**src/rtl/cpu86_exec_trace_serializer.sv**
```systemverilog
// Buffers CPU86 execution-unit register snapshots in a small FIFO and streams
// each one out as a 26-byte frame: A5, op, code, 11 registers (low byte first), checksum.
module cpu86_exec_trace_serializer #(
  parameter int DEPTH = 4
) (
  input  logic                     clk,
  input  logic                     rst,
  input  logic                     trace_en,
  input  logic                     vld_valid,
  input  logic [4:0]               vld_op,
  input  logic [3:0]               vld_code,
  input  logic [15:0]              vld_cs,
  input  logic [15:0]              vld_ip,
  input  logic [15:0]              vld_ax,
  input  logic [15:0]              vld_bx,
  input  logic [15:0]              vld_cx,
  input  logic [15:0]              vld_dx,
  input  logic [15:0]              vld_bp,
  input  logic [15:0]              vld_sp,
  input  logic [15:0]              vld_si,
  input  logic [15:0]              vld_di,
  input  logic [15:0]              vld_fl,
  output logic                     out_valid,
  input  logic                     out_ready,
  output logic [7:0]               out_data,
  output logic [$clog2(DEPTH):0]   fifo_level,
  output logic [15:0]              drop_cnt,
  output logic                     busy
);
  localparam int AW = $clog2(DEPTH);
  localparam int PW = AW + 1;
  localparam int EW = 185;

  typedef enum logic {IDLE = 1'b0, SEND = 1'b1} state_t;

  state_t          state_q, state_d;
  logic [4:0]      idx_q, idx_d;
  logic [EW-1:0]   frame_q, frame_d;
  logic [7:0]      sum_q, sum_d;
  logic [PW-1:0]   wr_ptr_q, wr_ptr_d, rd_ptr_q, rd_ptr_d;
  logic [15:0]     drop_q, drop_d;
  logic [EW-1:0]   mem [DEPTH];

  logic            empty, full, push_req, push, pop, last_acc;
  logic [EW-1:0]   wr_entry, head;
  logic [7:0]      frame_byte;
  logic [4:0]      rel;
  logic [15:0]     regs [11];
  logic [15:0]     word;

  assign wr_entry = {vld_op, vld_code, vld_cs, vld_ip, vld_ax, vld_bx, vld_cx,
                     vld_dx, vld_bp, vld_sp, vld_si, vld_di, vld_fl};
  assign head     = mem[rd_ptr_q[AW-1:0]];

  // The extra pointer bit separates full (MSBs differ) from empty (all equal).
  assign empty    = (wr_ptr_q == rd_ptr_q);
  assign full     = (wr_ptr_q[AW] != rd_ptr_q[AW]) &&
                    (wr_ptr_q[AW-1:0] == rd_ptr_q[AW-1:0]);
  assign last_acc = (state_q == SEND) && out_ready && (idx_q == 5'd25);
  assign pop      = !empty && ((state_q == IDLE) || last_acc);
  assign push_req = vld_valid && trace_en;
  assign push     = push_req && (!full || pop);

  // Register field k of the frame sits at bytes 3+2k (low) and 4+2k (high).
  for (genvar g = 0; g < 11; g++) begin : g_regs
    assign regs[g] = frame_q[175-16*g -: 16];
  end
  assign rel  = idx_q - 5'd3;
  assign word = regs[rel[4:1]];

  always_comb begin
    frame_byte = 8'h00;
    case (idx_q)
      5'd0:    frame_byte = 8'hA5;
      5'd1:    frame_byte = {3'b000, frame_q[184:180]};
      5'd2:    frame_byte = {4'b0000, frame_q[179:176]};
      5'd25:   frame_byte = 8'h00 - sum_q;
      default: frame_byte = rel[0] ? word[15:8] : word[7:0];
    endcase
  end

  always_comb begin
    state_d  = state_q;
    idx_d    = idx_q;
    frame_d  = frame_q;
    sum_d    = sum_q;
    wr_ptr_d = wr_ptr_q + {{(PW-1){1'b0}}, push};
    rd_ptr_d = rd_ptr_q + {{(PW-1){1'b0}}, pop};
    drop_d   = drop_q;
    if (push_req && !push && (drop_q != 16'hFFFF)) drop_d = drop_q + 16'd1;
    case (state_q)
      IDLE: begin
        if (pop) begin
          frame_d = head;
          idx_d   = 5'd0;
          sum_d   = 8'h00;
          state_d = SEND;
        end
      end
      SEND: begin
        if (out_ready) begin
          if (idx_q == 5'd25) begin
            idx_d = 5'd0;
            sum_d = 8'h00;
            if (pop) frame_d = head;
            else     state_d = IDLE;
          end else begin
            idx_d = idx_q + 5'd1;
            if (idx_q != 5'd0) sum_d = sum_q + frame_byte;
          end
        end
      end
      default: state_d = IDLE;
    endcase
  end

  always_ff @(posedge clk or posedge rst) begin
    if (rst) begin
      state_q  <= IDLE;
      idx_q    <= 5'd0;
      frame_q  <= '0;
      sum_q    <= 8'h00;
      wr_ptr_q <= '0;
      rd_ptr_q <= '0;
      drop_q   <= 16'h0000;
    end else begin
      state_q  <= state_d;
      idx_q    <= idx_d;
      frame_q  <= frame_d;
      sum_q    <= sum_d;
      wr_ptr_q <= wr_ptr_d;
      rd_ptr_q <= rd_ptr_d;
      drop_q   <= drop_d;
    end
  end

  // Storage needs no reset: the pointers alone define which entries are live.
  always_ff @(posedge clk) begin
    if (push) mem[wr_ptr_q[AW-1:0]] <= wr_entry;
  end

  assign out_valid  = (state_q == SEND);
  assign out_data   = (state_q == SEND) ? frame_byte : 8'h00;
  assign fifo_level = wr_ptr_q - rd_ptr_q;
  assign drop_cnt   = drop_q;
  assign busy       = (state_q == SEND) || !empty;

endmodule

```
**config.mk**
```make
export PLATFORM = sky130hd
export DESIGN_NAME = cpu86_exec_trace_serializer
export DESIGN_NICKNAME = d
export VERILOG_FILES = /design/src/rtl/cpu86_exec_trace_serializer.sv
export SDC_FILE = /design/constraint.sdc
export NUM_CORES = 1
export LEC_CHECK = 0
export ABC_CLOCK_PERIOD_IN_PS = 12200
export BUFFER_PORTS_ARGS = -buffer_cell sky130_fd_sc_hd__buf_2
export CAP_MARGIN = 40
export CORE_MARGIN = 2
export CORE_UTILIZATION = 35
export DETAILED_ROUTE_END_ITERATION = 7
export PLACE_DENSITY = 0.58
export SYNTH_ARGS = -nofsm -noshare
export SYNTH_HDL_FRONTEND = slang
export SYNTH_SLANG_ARGS = --single-unit
export TNS_END_PERCENT = 5
```
**constraint.sdc**
```tcl
create_clock -name clk -period 12.2 [get_ports clk]
set_clock_uncertainty 0.15 [all_clocks]
set_input_delay 2.44 -clock clk [delete_from_list [all_inputs] [get_ports clk]]
set_output_delay 2.44 -clock clk [all_outputs]
set_load 0.02 [all_outputs]
```
==> results.toml, run 1 <==
[outcome]
status = "completed"

[synthesis]
synth_ff_type = "edfxtp_1"
synth_common_cells = "740 x edfxtp_1, 221 x dfrtp_1, 218 x mux4_2, 187 x mux2_2, 62 x clkbuf_1"
synth_top_cell_area_share_pct = 59.2
async_reset_ff_share_pct = 23.0
synth_area_per_cell_sq_um = 20.6
yosysUniqueCellTypes = 68
synth_fp_nets = 2033
synthesis.area_sq_mm = 0.0376
yosysSeqAreaShare_pct = 73.9
synth_area_leader_cell = "edfxtp_1"
ys_top_cells_by_area = "edfxtp_1 59%, dfrtp_1 15%, mux4_2 13%, mux2_2 5.6%, ha_1 0.63%"
syn_inst = 1822
synth.most_common_cell = "edfxtp_1"
synth_edf_count = 740
ys_warn_count = 0
ys_ff_latch = 961

[detailed_routing]
drcViolationCount = 0
drtIter0Drc = 1351
drt-pass1-iter-count = 5
antenna_left = 0
vias = 18393
routed_wl_microns = 91300
drt-vias-per-instance = 5.13
wl_per_cell_microns = 25.5

[timing]
fmax_mhz = 129
setup_viol = 0
grt_setup_unrepaired = "false"
drv_slew = 0
min_period_ns = 7.74
tightestPinTransition_ns = 1.14
timing.final.crit_share_pct = 63.4
hold_viol = 0
maxSlewHeadroom_pct = 23.9
layout_setup_ws_ns = 4.46
setup_tns_ns = 0

[clocking]
numCtsBuffers = 100
cts.clk_slew.worst_paths_ns = 0.06
root_buffer = "clkbuf_16"
htree_levels = 3
clockBufferDepth = 3
cts_tree = "done"
post_cts_resized = 0
clkSinkCount = 961
cts_hold_buf = 0
post-cts-setup-buffers = 0
insertion_delay_ns = 0.66

[global_route]
gr-total-overflow = 0
antenna_found_initial = 40
grt_usage_pct = 16.7
grt_max_degree = 180
grt_pass1_wl_microns = 135000
grt_pass1_vias = 19118

[layout]
area_delta_synth_final_pct = 16.7
layoutNonFillerInstCount = 3584
fin_nets = 2298
fin_util_pct = 41.1
fillCellCount = 9327
final_layout_size_suffix_gt1_share_pct = 38.1

[die]
io_pins = 219
dieHeight_microns = 332
die-area_sq_mm = 0.110
fp.coreArea_sq_mm = 0.107
die_x_microns = 332
start_util_pct = 35.2
row_count = 120

[pwr]
seq_power_share_pct = 44.2
switching_power_w = 0.00300
p_int_w = 0.00699
pwr-share-comb_pct = 26.3
power_density_mw_per_mm2 = 228
pwr-share-clk_pct = 29.5
vdd_drop_max_mv = 0.164
p_leak_nw = 15.5
switching_share_pct = 30.0
total_power_w = 0.00999

[critical_path]
r2r_cells = 16
r2r-end = "sum_q[7]"
required_ns = 9.61
crit_type = "reg -> out"
r2r_setup_slack_ns = 6.14
start_kind = "flop"
r2r_start = "idx_q[0]"
critPathCaptureType = "output pin"
crit_path_max_fanout = 34
crit_arrival_ns = 5.15

[placement]
place.port_buffers = 218
dpl.cell_count = 3388
hpwl_microns = 61000
place.gp.congestion = 0.868
pre_cts_ws_ns = 5.04

[worst_hold_path]
whs_endpoint = "rd_ptr_q[2]"
hold_path.class = "reg -> reg"
hp-start = "rd_ptr_q[2]"
whs_path_depth = 1

[run]
max_cap_violations = 0
[area by class of cell]
type	count	area, sq um	share of cell area, %
Antenna cell	7	17.5	0.0400
Clock buffer	146	2820	6.43
Clock inverter	43	383	0.873
Inverter	18	75.1	0.171
Multi-Input combinational cell	751	9380	21.4
Sequential cell	961	27800	63.3
Tap cell	1403	1760	4.00
Timing Repair Buffer	255	1650	3.77
[cells in the final DEF (no fill, tap or decap), drive strengths merged, types with 3 or more instances in the layout]
cell | Yosys | routed
buf | 30 | 255
ha | 19 | 19
nor2b | 4 | 4
nand4 | 5 | 5
nand2 | 46 | 46
edfxtp | 740 | 740
a22o | 4 | 4
dfrtp | 221 | 221
a31oi | 5 | 5
clkbuf | 62 | 146
nor2 | 42 | 42
nor4 | 3 | 3
or2 | 4 | 4
bufinv | 0 | 5
diode | 0 | 7
o31ai | 5 | 5
nand2b | 5 | 5
a221oi | 3 | 3
and2 | 9 | 9
and3 | 6 | 6
inv | 18 | 24
a21oi | 19 | 19
mux2 | 187 | 187
xor2 | 16 | 16
nor3 | 14 | 14
a311oi | 4 | 4
mux2i | 18 | 18
xnor2 | 20 | 20
or3 | 3 | 3
o211ai | 5 | 5
mux4 | 218 | 218
a21o | 4 | 4
o21a | 3 | 3
clkinv | 0 | 25
clkinvlp | 0 | 7
o21ai | 27 | 27
nand3 | 19 | 19
[cell families after synthesis]
family | Yosys count | synth area share [%]
AOI/OAI and AO/OA | 105 | 1.97
muxes | 423 | 19.2
DFF | 961 | 73.9
buffers and inverters | 110 | 1.24
xor gates and xnor gates | 36 | 0.900
and+or+nand+nor | 166 | 2.10
adders and majority gates | 21 | 0.740
[metal layers]
layer | part of all wire [%] | wire [microns] | vias up | GRT usage (%)
met5 | 0.23 | 213 | - | 0
met4 | 1.9 | 1740 | 36 | 4.15
met3 | 5.2 | 4730 | 159 | 3.36
met2 | 49 | 45200 | 443 | 27.5
met1 | 43 | 39500 | 9804 | 22.6
li1 | - | - | 7951 | -
[metrics by stage]
stage	cell area, sq um	hold WS, ns
after floorplan	37600	0.312
after global routing	43800	0.358
after global placement	40300	0.318
after detailed placement	40600	0.337
final	43800	0.338
after CTS	43800	0.348
[critical path: stages (launching register included)]
cell,delay [ns]
dfrtp_1,0.85
inv_1,0.50
ha_1,0.64
inv_2,0.67
mux4_2,0.60
o21ai_0,0.09
a21bo_2,0.24
o311ai_2,0.48
nor2_1,0.17
buf_2,0.20
[flip-flops by register name, summed over array words and instances, names as in the netlist]
signal	count
drop_cnt	16
sum_q	8
frame_q	185
idx_q	5
wr_ptr_q	3
rd_ptr_q	3
out_valid	1
mem	740
[how the worst max path moves through the flow]
stage	from	end	slack, ns	cells after the start
2_1_floorplan	out_ready	mem[2][0]	0.54	5
3_3_place_gp	idx_q[0]	out_data[7]	4.85	9
3_5_place_dp	idx_q[0]	out_data[7]	5.04	9
4_1_cts	idx_q[0]	out_data[7]	4.33	9
5_1_grt	idx_q[0]	out_data[5]	4.06	9
6_report	idx_q[0]	out_data[7]	4.46	9
[power by group through the flow]
stage / clock network, W / registers [W] / logic [W]
finish: 0.00294 / 0.00441 / 0.00263
global route: 0.00315 / 0.00446 / 0.00284
CTS: 0.00302 / 0.00442 / 0.00270
detailed placement: 0 / 0.00448 / 0.00269
global placement: 0 / 0.00449 / 0.00259
floorplan: 0 / 0.00432 / 0.00190
Power figures use the tool's default switching activity.
==> run 2: changes to the inputs <==
--- a/config.mk
+++ b/config.mk
@@ -5,13 +5,13 @@
 export SDC_FILE = /design/constraint.sdc
 export NUM_CORES = 1
 export LEC_CHECK = 0
-export ABC_CLOCK_PERIOD_IN_PS = 12200
+export ABC_CLOCK_PERIOD_IN_PS = 6900
 export BUFFER_PORTS_ARGS = -buffer_cell sky130_fd_sc_hd__buf_2
 export CAP_MARGIN = 40
 export CORE_MARGIN = 2
 export CORE_UTILIZATION = 35
 export DETAILED_ROUTE_END_ITERATION = 7
-export PLACE_DENSITY = 0.58
+export PLACE_DENSITY = 0.6
 export SYNTH_ARGS = -nofsm -noshare
 export SYNTH_HDL_FRONTEND = slang
 export SYNTH_SLANG_ARGS = --single-unit
==> constraint.sdc (replaced) <==
create_clock -name clk -period 6.9 [get_ports clk]
set_clock_uncertainty 0.15 [all_clocks]
set_input_delay 1.38 -clock clk [delete_from_list [all_inputs] [get_ports clk]]
set_output_delay 1.38 -clock clk [all_outputs]
set_load 0.02 [all_outputs]
==> run 2 against run 1 <==
Routed wire length fell by 1.5%. Largest cell class unchanged. Critical endpoint is now out_data[0]. Critical path depth fell by 2. Worst hold slack got worse by 0.00079 ns.
==> results.toml, run 2 (synthesis results as in run 1) <==
[outcome]
status = "completed"

[clocking]
post_cts_resized = 0
htree_levels = 3
cts.clk_slew.worst_paths_ns = 0.07
cts_hold_buf = 0
clkSinkCount = 961
post-cts-setup-buffers = 0
insertion_delay_ns = 0.66
clockBufferDepth = 3
numCtsBuffers = 99
cts_tree = "done"
root_buffer = "clkbuf_16"

[global_route]
antenna_found_initial = 38
grt_max_degree = 128
grt_pass1_wl_microns = 133000
grt_usage_pct = 16.5
grt_pass1_vias = 19104
gr-total-overflow = 0

[die]
row_count = 120
fp.coreArea_sq_mm = 0.107
die-area_sq_mm = 0.110
dieHeight_microns = 332
die_x_microns = 332
start_util_pct = 35.2
io_pins = 219

[detailed_routing]
routed_wl_microns = 90000
wl_per_cell_microns = 25.1
drcViolationCount = 0
drt-vias-per-instance = 5.15
vias = 18448
antenna_left = 0
drtIter0Drc = 1623
drt-pass1-iter-count = 5

[worst_hold_path]
hp-start = "wr_ptr_q[2]"
whs_path_depth = 1
whs_endpoint = "wr_ptr_q[2]"
hold_path.class = "reg -> reg"

[layout]
largest_reg_flops = 740
final_common_cell = "edfxtp_1"
area_delta_synth_final_pct = 17.5
layout_common_cells = "740 x edfxtp_1, 219 x dfrtp_1, 218 x mux4_2, 218 x buf_2, 187 x mux2_2"
fin_nets = 2298
final_layout_size_suffix_gt1_share_pct = 38.5

[timing]
setup_viol = 0
timing.final.crit_share_pct = 87.0
drv_slew = 0
layout_setup_ws_ns = 0.900
maxSlewHeadroom_pct = 23.2
min_period_ns = 6.00
hold_viol = 0
grt_setup_unrepaired = "false"
fmax_mhz = 167
tightestPinTransition_ns = 1.15

[critical_path]
crit_type = "reg -> out"
start_kind = "flop"
slowest_delay_ns = 0.64
crit_slowest_cell = "ha_1"
path_cells = "ha_1, xor2_4, mux4_2, mux4_2, a221oi_1, nor3_1, buf_2"
crit_top_cell = "mux4_2"
crit_path_max_fanout = 19
critPathCaptureType = "output pin"
r2r-end = "sum_q[7]"
crit_arrival_ns = 4.47
r2r_cells = 14
r2r_start = "idx_q[1]"
required_ns = 5.37
r2r_setup_slack_ns = 1.71

[placement]
pre_cts_ws_ns = 1.55
place.port_buffers = 218
place.gp.congestion = 0.875
hpwl_microns = 60100

[run]
max_cap_violations = 0

[pwr]
p_leak_nw = 15.6
power_density_mw_per_mm2 = 408
total_power_w = 0.0180
vdd_drop_max_mv = 0.238
[run 2: layer usage]
metal	vias up	GRT usage (%)	routed length, microns
met1	9761	22.6	38400
li1	7948	-	-
met5	-	0	253
met3	162	3.55	5760
met4	38	4.09	1840
met2	539	26.8	43700
[run 2: worst max-delay path: cells and delay by family, from the launching register on]
kind	cells	cell delay [ns]
compound gates	1	0.40
buf+inv	1	0.22
simple gates	1	0.23
xor+xnor	1	0.64
flops	1	0.54
mux	2	1.13
fa+ha+maj	1	0.64
[run 2: final cells by class]
| type | count | area [sq um] |
|---|---|---|
| timing repair buffer | 256 | 1720 |
| tap | 1403 | 1760 |
| clock buffer | 131 | 2810 |
| clock inverter | 51 | 579 |
| multi-input combinational | 751 | 9390 |
| sequential | 961 | 27800 |
| antenna | 11 | 27.5 |
| inverter | 18 | 71.3 |
| fill | 9271 | 62600 |
[run 2: worst max-delay path by stage]
stage | slack [ns] | endpoint | depth (start not counted) | start
2_1_floorplan | -0.59 | mem[3][0] | 5 | out_ready
3_3_place_gp | 1.62 | out_data[0] | 7 | idx_q[2]
3_5_place_dp | 1.55 | out_data[0] | 7 | idx_q[1]
4_1_cts | 0.82 | out_data[0] | 7 | idx_q[1]
5_1_grt | 0.60 | out_data[0] | 7 | idx_q[1]
6_report | 0.90 | out_data[0] | 7 | idx_q[1]
[run 2: per-stage QoR]
stage / TNS [ns] / cell area [sq um] / hold slack [ns] / utilization (%) / instances
floorplan: -252.12 / 37600 / 0.312 / - / 1822
global placement: 0 / 40400 / 0.321 / 37.8 / 3376
detailed placement: 0 / 40700 / 0.327 / 38.1 / 3388
CTS: 0 / 44100 / 0.339 / 41.3 / 3570
global route: 0 / 44100 / 0.370 / 41.3 / 3574
finish: 0 / 44100 / 0.337 / 41.3 / 3582
[run 2: report_power, final]
part	switching [W]	leakage, nW	internal, W
sequential	0.000578	9.66	0.00718
clock	0.00216	1.66	0.00331
combinational	0.00256	4.30	0.00219
total	0.00531	15.6	0.0127
==> run 3: changes to the inputs <==
--- a/config.mk
+++ b/config.mk
@@ -8,11 +8,9 @@
 export ABC_CLOCK_PERIOD_IN_PS = 6900
 export BUFFER_PORTS_ARGS = -buffer_cell sky130_fd_sc_hd__buf_2
 export CAP_MARGIN = 40
-export CORE_MARGIN = 2
-export CORE_UTILIZATION = 35
+export CORE_UTILIZATION = 33
 export DETAILED_ROUTE_END_ITERATION = 7
-export PLACE_DENSITY = 0.6
+export PLACE_DENSITY = 0.57
 export SYNTH_ARGS = -nofsm -noshare
 export SYNTH_HDL_FRONTEND = slang
 export SYNTH_SLANG_ARGS = --single-unit
-export TNS_END_PERCENT = 5
==> run 3 against run 2 <==
Clock power down 4.6%. Setup slack lost 0.077 ns. Flip-flop and latch count stayed put. Final cell count grew 2.5%. Non-clock buffer count fell by 5. Sequential power hardly changed. Via count decreased by 0.84%. Utilization is 2.4 points lower. Clock-buffer cell count increased by 8.
==> results.toml, run 3 (synthesis results as in run 1) <==
[pwr]
power_density_mw_per_mm2 = 404
pwr-share-clk_pct = 29.5
pwr-share-comb_pct = 26.6
switching_power_w = 0.00535
switching_share_pct = 30.2
p_leak_nw = 15.5
p_int_w = 0.0124
vdd_drop_max_mv = 0.295
seq_power_share_pct = 43.9

[critical_path]
r2r_cells = 17
start_kind = "flop"
critPathCaptureType = "output pin"
path_cells = "buf_4, ha_1, xor2_4, mux4_2, mux4_2, a221oi_1, nor3_1, buf_2"
crit_top_cell = "mux4_2"
cpLargestDelayFamily = "multiplexers"
crit_slowest_cell = "xor2_4"
required_ns = 5.37
slowest_delay_ns = 0.72
r2r-end = "sum_q[7]"
crit_path_max_fanout = 23
r2r_start = "idx_q[0]"
r2r_setup_slack_ns = 1.47
crit_arrival_ns = 4.55
crit_type = "reg -> out"
path_buf_inv = 2

[die]
die-area_sq_mm = 0.115
io_pins = 219
die_x_microns = 339
start_util_pct = 33.3
fp.coreArea_sq_mm = 0.113
row_count = 123
dieHeight_microns = 339

[layout]
seqCellArea_sq_mm = 0.0278
largest_reg_flops = 740
multi_input_area_sq_mm = 0.00938
layout_common_cells = "740 x edfxtp_1, 219 x dfrtp_1, 218 x mux4_2, 218 x buf_2, 187 x mux2_2"
fillCellCount = 10123
area_delta_synth_final_pct = 16.8
fin_nets = 2293
final_common_cell = "edfxtp_1"
fin_util_pct = 38.9
final_layout_size_suffix_gt1_share_pct = 37.7

[clocking]
root_buffer = "clkbuf_16"
cts_tree = "done"
cts_hold_buf = 0
post_cts_resized = 0
clkSinkCount = 961
numCtsBuffers = 99
post-cts-setup-buffers = 0
clockBufferDepth = 3
cts.clk_slew.worst_paths_ns = 0.06
insertion_delay_ns = 0.67
htree_levels = 3

[placement]
place.port_buffers = 218
pre_cts_ws_ns = 1.45
place.gp.congestion = 0.869
hpwl_microns = 61200

[detailed_routing]
drcViolationCount = 0
wl_per_cell_microns = 25.2
vias = 18293
drt-vias-per-instance = 4.98
drt-pass1-iter-count = 5
drtIter0Drc = 1252
antenna_left = 0
routed_wl_microns = 92600

[run]
max_cap_violations = 0

[timing]
hold_viol = 0
fmax_mhz = 165
maxSlewHeadroom_pct = 30.8
tightestPinTransition_ns = 1.04
setup_viol = 0
layout_setup_ws_ns = 0.823
timing.final.crit_share_pct = 88.1
drv_slew = 0
grt_setup_unrepaired = "false"
min_period_ns = 6.08

[outcome]
status = "completed"

[global_route]
grt_max_degree = 124
gr-total-overflow = 0
grt_usage_pct = 16.1
gr-usage-met2_pct = 26.5
grt_pass1_wl_microns = 136000
grtUsageMet1_pct = 21.1
antenna_found_initial = 44
gr-max-usage-layer = "met2"
grt.met3_usage_pct = 4.12
grt_pass1_vias = 19362

[worst_hold_path]
whs_endpoint = "drop_cnt[13]"
hp-start = "drop_cnt[13]"
whs_path_depth = 1
hold_path.class = "reg -> reg"
==> run 3: worst register-to-register path, delay by kind of cell, from the launching register on <==
| kind | cells | cell delay (ns) |
|---|---|---|
| adders and majority gates | 2 | 0.91 |
| AOI/OAI and AO/OA | 5 | 1.10 |
| muxes | 2 | 0.46 |
| and+or+nand+nor | 4 | 0.93 |
| buffers and inverters | 3 | 0.66 |
| xor gates and xnor gates | 1 | 0.72 |
| DFF | 1 | 0.34 |
==> run 3: cell type report <==
class                           instances  area share [%]
Clock inverter                         46           0.947
Clock buffer                          139            6.29
Multi-Input combinational cell        751            21.4
Tap cell                             1500            4.28
Inverter                               18           0.163
Antenna cell                            7          0.0399
Sequential cell                       961            63.3
Timing Repair Buffer                  251            3.61
==> run 3: how the worst max path moves through the flow <==
stage / cells past startpoint / start / endpoint / slack [ns]
2_1_floorplan: 5 / out_ready / mem[3][0] / -0.59
3_3_place_gp: 8 / idx_q[0] / out_data[0] / 1.49
3_5_place_dp: 8 / idx_q[0] / out_data[0] / 1.45
4_1_cts: 8 / idx_q[0] / out_data[0] / 0.72
5_1_grt: 8 / idx_q[0] / out_data[0] / 0.60
6_report: 8 / idx_q[0] / out_data[0] / 0.82
==> run 3: stage by stage <==
stage / setup TNS [ns] / cell area [sq um] / hold slack [ns] / total power, W / instances
3_5_place_dp: 0 / 40700 / 0.337 / 0.0127 / 3480
6_report: 0 / 43900 / 0.345 / 0.0177 / 3673
4_1_cts: 0 / 43800 / 0.347 / 0.0180 / 3665
2_1_floorplan: -219.24 / 37600 / 0.312 / 0.0109 / 1822
5_1_grt: 0 / 43900 / 0.371 / 0.0186 / 3668
3_3_place_gp: 0 / 40500 / 0.324 / 0.0126 / 3475
==> run 3: layer usage <==
metal,share of wire [%],up-vias
met5,0.33,-
met3,6.2,169
li1,-,7921
met2,49,467
met1,42,9688
met4,2.4,48
==> run 3: power by group through the flow <==
stage | sequential, W | combinational (W) | clock [W]
after CTS | 0.00780 | 0.00484 | 0.00537
after global routing | 0.00788 | 0.00510 | 0.00557
after floorplan | 0.00758 | 0.00337 | 0
final | 0.00779 | 0.00472 | 0.00523
after global placement | 0.00789 | 0.00470 | 0
after detailed placement | 0.00792 | 0.00481 | 0
